## src/rtl/i2s_pkg.sv

```systemverilog
// Shared I2S definitions for the receive and transmit paths.
// Holds the channel encoding, the default word width and the receiver state type.
package i2s_pkg;

    localparam int I2S_DATA_WIDTH = 16;

    localparam logic I2S_LEFT  = 1'b0;
    localparam logic I2S_RIGHT = 1'b1;

    typedef enum logic [1:0] {
        ALIGN,
        LEFT,
        RIGHT
    } i2s_rx_state_t;

endpackage

```

## src/rtl/i2s_sync_edge.sv

```systemverilog
// Multi-flop synchronizer for one asynchronous serial line.
// Also provides one-clk rise/fall pulses derived from the synchronized level.
module i2s_sync_edge #(
    parameter int SYNC_STAGES = 2
) (
    input  logic clk,
    input  logic reset,
    input  logic d_i,
    output logic level_o,
    output logic rise_o,
    output logic fall_o
);

    logic [SYNC_STAGES-1:0] sync_q;
    logic                   prev_q;

    always_ff @(posedge clk or posedge reset) begin
        if (reset) begin
            sync_q <= '0;
            prev_q <= 1'b0;
        end else begin
            sync_q <= {sync_q[SYNC_STAGES-2:0], d_i};
            prev_q <= sync_q[SYNC_STAGES-1];
        end
    end

    assign level_o = sync_q[SYNC_STAGES-1];
    assign rise_o  = sync_q[SYNC_STAGES-1] & ~prev_q;
    assign fall_o  = ~sync_q[SYNC_STAGES-1] & prev_q;

endmodule

```

## src/rtl/i2s_receiver.sv

```systemverilog
// Philips I2S slave receiver, fully oversampled in the clk domain.
// Delivers one left/right pair per frame once aligned to a left-channel start.
module i2s_receiver
    import i2s_pkg::*;
#(
    parameter int DATA_WIDTH  = I2S_DATA_WIDTH,
    parameter int SYNC_STAGES = 2
) (
    input  logic                  clk,
    input  logic                  reset,
    input  logic                  bclk_in,
    input  logic                  lrclk_in,
    input  logic                  sdata_in,
    output logic [DATA_WIDTH-1:0] left_sample,
    output logic [DATA_WIDTH-1:0] right_sample,
    output logic                  sample_valid,
    output logic                  frame_error,
    output logic                  aligned
);

    localparam int CW = $clog2(DATA_WIDTH + 1);
    localparam logic [CW-1:0] CNT_MAX = CW'(DATA_WIDTH);
    localparam logic [DATA_WIDTH-1:0] MSB_ONE = {1'b1, {(DATA_WIDTH-1){1'b0}}};

    logic bclk_rise;
    logic bclk_lvl_unused;
    logic bclk_fall_unused;
    logic lr_s;
    logic lr_rise_unused;
    logic lr_fall_unused;
    logic sd_s;
    logic sd_rise_unused;
    logic sd_fall_unused;

    i2s_sync_edge #(.SYNC_STAGES(SYNC_STAGES)) u_sync_bclk (
        .clk    (clk),
        .reset  (reset),
        .d_i    (bclk_in),
        .level_o(bclk_lvl_unused),
        .rise_o (bclk_rise),
        .fall_o (bclk_fall_unused)
    );

    i2s_sync_edge #(.SYNC_STAGES(SYNC_STAGES)) u_sync_lrclk (
        .clk    (clk),
        .reset  (reset),
        .d_i    (lrclk_in),
        .level_o(lr_s),
        .rise_o (lr_rise_unused),
        .fall_o (lr_fall_unused)
    );

    i2s_sync_edge #(.SYNC_STAGES(SYNC_STAGES)) u_sync_sdata (
        .clk    (clk),
        .reset  (reset),
        .d_i    (sdata_in),
        .level_o(sd_s),
        .rise_o (sd_rise_unused),
        .fall_o (sd_fall_unused)
    );

    i2s_rx_state_t state_q, state_d;

    logic                  lr_prev_q, lr_prev_d;
    logic [DATA_WIDTH-1:0] shift_q, shift_d;
    logic [CW-1:0]         cnt_q, cnt_d;
    logic [DATA_WIDTH-1:0] left_hold_q, left_hold_d;
    logic                  short_l_q, short_l_d;
    logic [DATA_WIDTH-1:0] left_q, left_d;
    logic [DATA_WIDTH-1:0] right_q, right_d;
    logic                  valid_q, valid_d;
    logic                  err_q, err_d;
    logic                  aligned_q, aligned_d;

    logic                  ws_chg;
    logic [CW-1:0]         cnt_inc;
    logic                  word_short;
    logic [DATA_WIDTH-1:0] shift_ins;

    assign ws_chg     = bclk_rise && (lr_s != lr_prev_q);
    assign cnt_inc    = (cnt_q == CNT_MAX) ? cnt_q : cnt_q + 1'b1;
    assign word_short = (cnt_inc != CNT_MAX);

    // Bits land left-justified into a cleared word, so short words come out zero-padded.
    assign shift_ins = (sd_s && (cnt_q != CNT_MAX)) ? (shift_q | (MSB_ONE >> cnt_q))
                                                    : shift_q;

    always_ff @(posedge clk or posedge reset) begin
        if (reset) begin
            state_q <= ALIGN;
        end else begin
            state_q <= state_d;
        end
    end

    always_comb begin
        state_d = state_q;
        unique case (state_q)
            ALIGN: if (ws_chg && (lr_s == I2S_LEFT)) state_d = LEFT;
            LEFT:  if (ws_chg) state_d = RIGHT;
            RIGHT: if (ws_chg) state_d = LEFT;
            default: state_d = ALIGN;
        endcase
    end

    always_comb begin
        lr_prev_d   = bclk_rise ? lr_s : lr_prev_q;
        shift_d     = shift_q;
        cnt_d       = cnt_q;
        left_hold_d = left_hold_q;
        short_l_d   = short_l_q;
        left_d      = left_q;
        right_d     = right_q;
        valid_d     = 1'b0;
        err_d       = 1'b0;
        aligned_d   = aligned_q;
        unique case (state_q)
            ALIGN: begin
                if (ws_chg && (lr_s == I2S_LEFT)) begin
                    shift_d   = '0;
                    cnt_d     = '0;
                    short_l_d = 1'b0;
                    aligned_d = 1'b1;
                end
            end
            LEFT: begin
                if (ws_chg) begin
                    left_hold_d = shift_ins;
                    short_l_d   = word_short;
                    shift_d     = '0;
                    cnt_d       = '0;
                end else if (bclk_rise) begin
                    shift_d = shift_ins;
                    cnt_d   = cnt_inc;
                end
            end
            RIGHT: begin
                if (ws_chg) begin
                    left_d    = left_hold_q;
                    right_d   = shift_ins;
                    valid_d   = 1'b1;
                    err_d     = short_l_q | word_short;
                    short_l_d = 1'b0;
                    shift_d   = '0;
                    cnt_d     = '0;
                end else if (bclk_rise) begin
                    shift_d = shift_ins;
                    cnt_d   = cnt_inc;
                end
            end
            default: begin
                shift_d = '0;
                cnt_d   = '0;
            end
        endcase
    end

    always_ff @(posedge clk or posedge reset) begin
        if (reset) begin
            lr_prev_q   <= 1'b0;
            shift_q     <= '0;
            cnt_q       <= '0;
            left_hold_q <= '0;
            short_l_q   <= 1'b0;
            left_q      <= '0;
            right_q     <= '0;
            valid_q     <= 1'b0;
            err_q       <= 1'b0;
            aligned_q   <= 1'b0;
        end else begin
            lr_prev_q   <= lr_prev_d;
            shift_q     <= shift_d;
            cnt_q       <= cnt_d;
            left_hold_q <= left_hold_d;
            short_l_q   <= short_l_d;
            left_q      <= left_d;
            right_q     <= right_d;
            valid_q     <= valid_d;
            err_q       <= err_d;
            aligned_q   <= aligned_d;
        end
    end

    assign left_sample  = left_q;
    assign right_sample = right_q;
    assign sample_valid = valid_q;
    assign frame_error  = err_q;
    assign aligned      = aligned_q;

endmodule
```

## config.mk

```make
export PLATFORM = sky130hd
export DESIGN_NAME = i2s_receiver
export DESIGN_NICKNAME = d
export VERILOG_FILES = /design/src/rtl/i2s_pkg.sv /design/src/rtl/i2s_sync_edge.sv /design/src/rtl/i2s_receiver.sv
export SDC_FILE = /design/constraint.sdc
export NUM_CORES = 1
export LEC_CHECK = 0
export ABC_AREA = 1
export CORE_MARGIN = 5
export CORE_UTILIZATION = 40
export CTS_CLUSTER_SIZE = 28
export DETAILED_ROUTE_END_ITERATION = 10
export MAX_ROUTING_LAYER = met4
export RECOVER_POWER = 25
export SLEW_MARGIN = 25
export SYNTH_ARGS = -nofsm -noshare
export SYNTH_HDL_FRONTEND = slang
export SYNTH_SLANG_ARGS = --single-unit
```

## constraint.sdc

```tcl
create_clock -name clk -period 3.4 [get_ports clk]
set_input_delay 0.68 -clock clk [delete_from_list [all_inputs] [get_ports clk]]
set_output_delay 0.68 -clock clk [all_outputs]
set_load 0.1 [all_outputs]
```

==> results by group <==
Place
  • Pre-CTS setup slack: 1.248 ns
  • Hpwl dp: 4637 um
  • IO Port Bufs: 39
  • RePlAce Congestion: 0.8703
  • Inst Count DP: 530

Clock tree
  • CTS HTree Levels: 3
  • Skew-Pair Late Insertion Delay: 0.36 ns
  • CTS buffer count: 9
  • Hold Buf Count CTS: 0
  • Root buffer cell: clkbuf_8
  • Longest Clk Path Bufs: 2
  • Clk slew on worst S/H paths: 0.09 ns
  • CTS tree: built
  • Clock sinks: 83
  • Post-CTS setup buffer count: 0
  • Post-CTS sizing: 0

Route
  • Routed Antenna Nets: 0
  • Final wirelength: 6949 um
  • # DRC: 0
  • Via count: 2506
  • DR vias/cell: 4.590
  • Initial DRC count: 59
  • Pre-antenna DRT Iters: 4
  • Avg WL per Cell: 12.73 um

Critical path
  • Worst path bufs/invs: 1
  • CP Max Fanout: 2
  • Top delay family on crit path: buffers and inverters
  • CP Cell Sequence: clkdlybuf4s50_1
  • CP arrival: 1.84 ns
  • Crit path launch type: register
  • Setup Crit Path Kind: register to primary output
  • Slowest stage delay, CP: 1.13 ns
  • CP Data Required Time: 2.72 ns
  • Slowest CP cell: clkdlybuf4s50_1
  • CP endpoint kind: primary output

STA
  • Highest Clock Rate: 0.3967 GHz
  • Final setup vio count: 0
  • Fin crit share: 74.14%
  • Slew Limit Headroom: 35.58%
  • Slew Limit Fails: 0
  • Final worst setup slack: 0.8791 ns
  • Final Critical Period: 2.521 ns
  • RSZ-0062 raised after global routing: false
  • Worst Skew: 0.01508 ns
  • Worst Tran Pin Value: 0.9633 ns
  • Setup TNS Final: 0 ns
  • Fin. Hold Viols: 0
  • Hold WS: 0.3534 ns

Floorplan
  • Initial Util: 41.13%
  • Top-Level Pins: 40
  • Die Y: 104.9 um
  • Core region area: 8763 um^2
  • Total die area: 11010 um^2
  • # rows: 34
  • Chip Width: 104.9 um

Cells and area
  • Most frequent cells in the layout: nand2_1 (115), dfrtp_1 (83), inv_1 (51)
  • Nets@finish: 448
  • Antenna diodes: 0
  • Area grow syn2layout: 16.63%
  • Fin cells: 546
  • Commonest non-fill, non-tap cell in the layout: nand2_1
  • Share of layout cells above drive strength 1: 15.98%

Synth
  • Synthesized Nets: 411
  • Synth top area cells: dfrtp_1 (58%), nand2_1 (12%), o21ai_0 (6.0%)
  • Sequential share of the synthesized area: 57.62%
  • Register bit count reported by yosys: 83
  • Area share of the largest cell type after synthesis: 57.62%
  • Post-synth design cell area: 3605 um^2
  • Synth cell types: 24
  • Cell count after synthesis: 396
  • Syn avg cell area: 9.103 um^2
  • Synth Warn #: 0
  • Leading area contributor after synthesis: dfrtp_1

Worst hold path
  • Worst Hold Class: register to register

Global route
  • Largest net degree at the start of global routing: 84
  • Initial antenna violation count: 0
  • First-pass GRT wire length: 12360 um
  • Grt ovf: 0
  • Vias in the first global route: 2515
  • GR Util All Layers: 14.21%

Pwr
  • Lkg Pwr: 0.001997 uW
  • Sw Share: 41.69%
  • Sequential power share: 40.7%
  • Gate power share: 33.5%
  • Net Sw Power: 1185 uW
  • Worst IR Drop VDD: 312.2 uV
  • P_int: 1658 uW
  • Pwr dens: 676.2 nW/um^2
  • Clock power frac: 25.7%

Job
  • Max Cap Viol: 0

Outcome
  • Status: completed
-- final timing paths --
kind	startpoint	to	slack [ns]	cells after the start
setup / recovery	right_sample[14]	right_sample[14]	0.88	1
hold reg to reg	u_sync_lrclk.sync_q[0]	u_sync_lrclk.sync_q[1]	0.35	0
hold / removal	u_sync_lrclk.sync_q[0]	u_sync_lrclk.sync_q[1]	0.35	0
max in group asynchronous	reset	u_sync_bclk.sync_q[0]	2.13	3
min in group asynchronous	reset	left_sample[11]	0.91	3
setup reg to reg	u_sync_bclk.prev_q	shift_q[7]	1.30	7
-- sequential cells by signal, summed over array words and instances (netlist names) --
signal	cells
u_sync_lrclk.sync_q	2
u_sync_bclk.prev_q	1
u_sync_bclk.sync_q	2
frame_error	1
short_l_q	1
state_q	2
sample_valid	1
right_sample	16
cnt_q	5
left_sample	16
aligned	1
shift_q	16
left_hold_q	16
u_sync_sdata.sync_q	2
lr_prev_q	1
-- cell families after synthesis --
kind of cell	after synthesis	synth area share [%]
DFF	83	57.62
adders and majority gates	10	3.471
and+or+nand+nor	151	18.19
buffers and inverters	71	8.087
AOI/OAI and AO/OA	81	12.63
-- cell type report --
class,count,area [um^2]
Multi-Input combinational cell,242,1234
Clock inverter,7,82.58
Tap cell,108,135.1
Sequential cell,83,2077
Inverter,56,211.5
Fill cell,861,4559
Timing Repair Buffer,41,340.3
Clock buffer,9,123.9
-- Yosys cell counts --
master      n
a21boi_0    9
a21oi_1     7
a31o_2      4
a31oi_1     2
buf_2       5
buf_4       3
buf_6       1
clkbuf_1    6
dfrtp_1    83
ha_1       10
inv_1      52
inv_2       4
nand2_1   115
nand2_2     3
nand2_4     1
nand3_1    12
nand4_1     6
nand4_2     1
nor2_1      5
nor2_2      5
nor2_4      3
o21ai_0    43
o21ai_1    12
o21bai_1    4
-- routing by layer --
metal	up-vias	wire (um)	global-route usage, %
met5	-	0	-
met4	0	89	6.027
met3	8	327	3.144
met2	42	3067	20.46
met1	1137	3464	19.38
li1	1319	-	-
-- power by group through the flow --
stage | clock network (uW) | logic [uW] | registers, uW
finish | 732 | 953 | 1160
global route | 795 | 1050 | 1170
CTS | 761 | 968 | 1160
detailed placement | 0 | 965 | 1180
global placement | 0 | 951 | 1180
floorplan | 0 | 481 | 1470
-- through the flow --
stage | cell area, um^2 | util [%] | total power, uW
after floorplan | 3605 | - | 1953
after CTS | 4212 | 48.06 | 2888
after global placement | 4000 | 45.65 | 2126
after global routing | 4204 | 47.97 | 3019
final | 4204 | 47.97 | 2843
after detailed placement | 4005 | 45.70 | 2143
No activity file was read; power rests on OpenSTA's default activity.
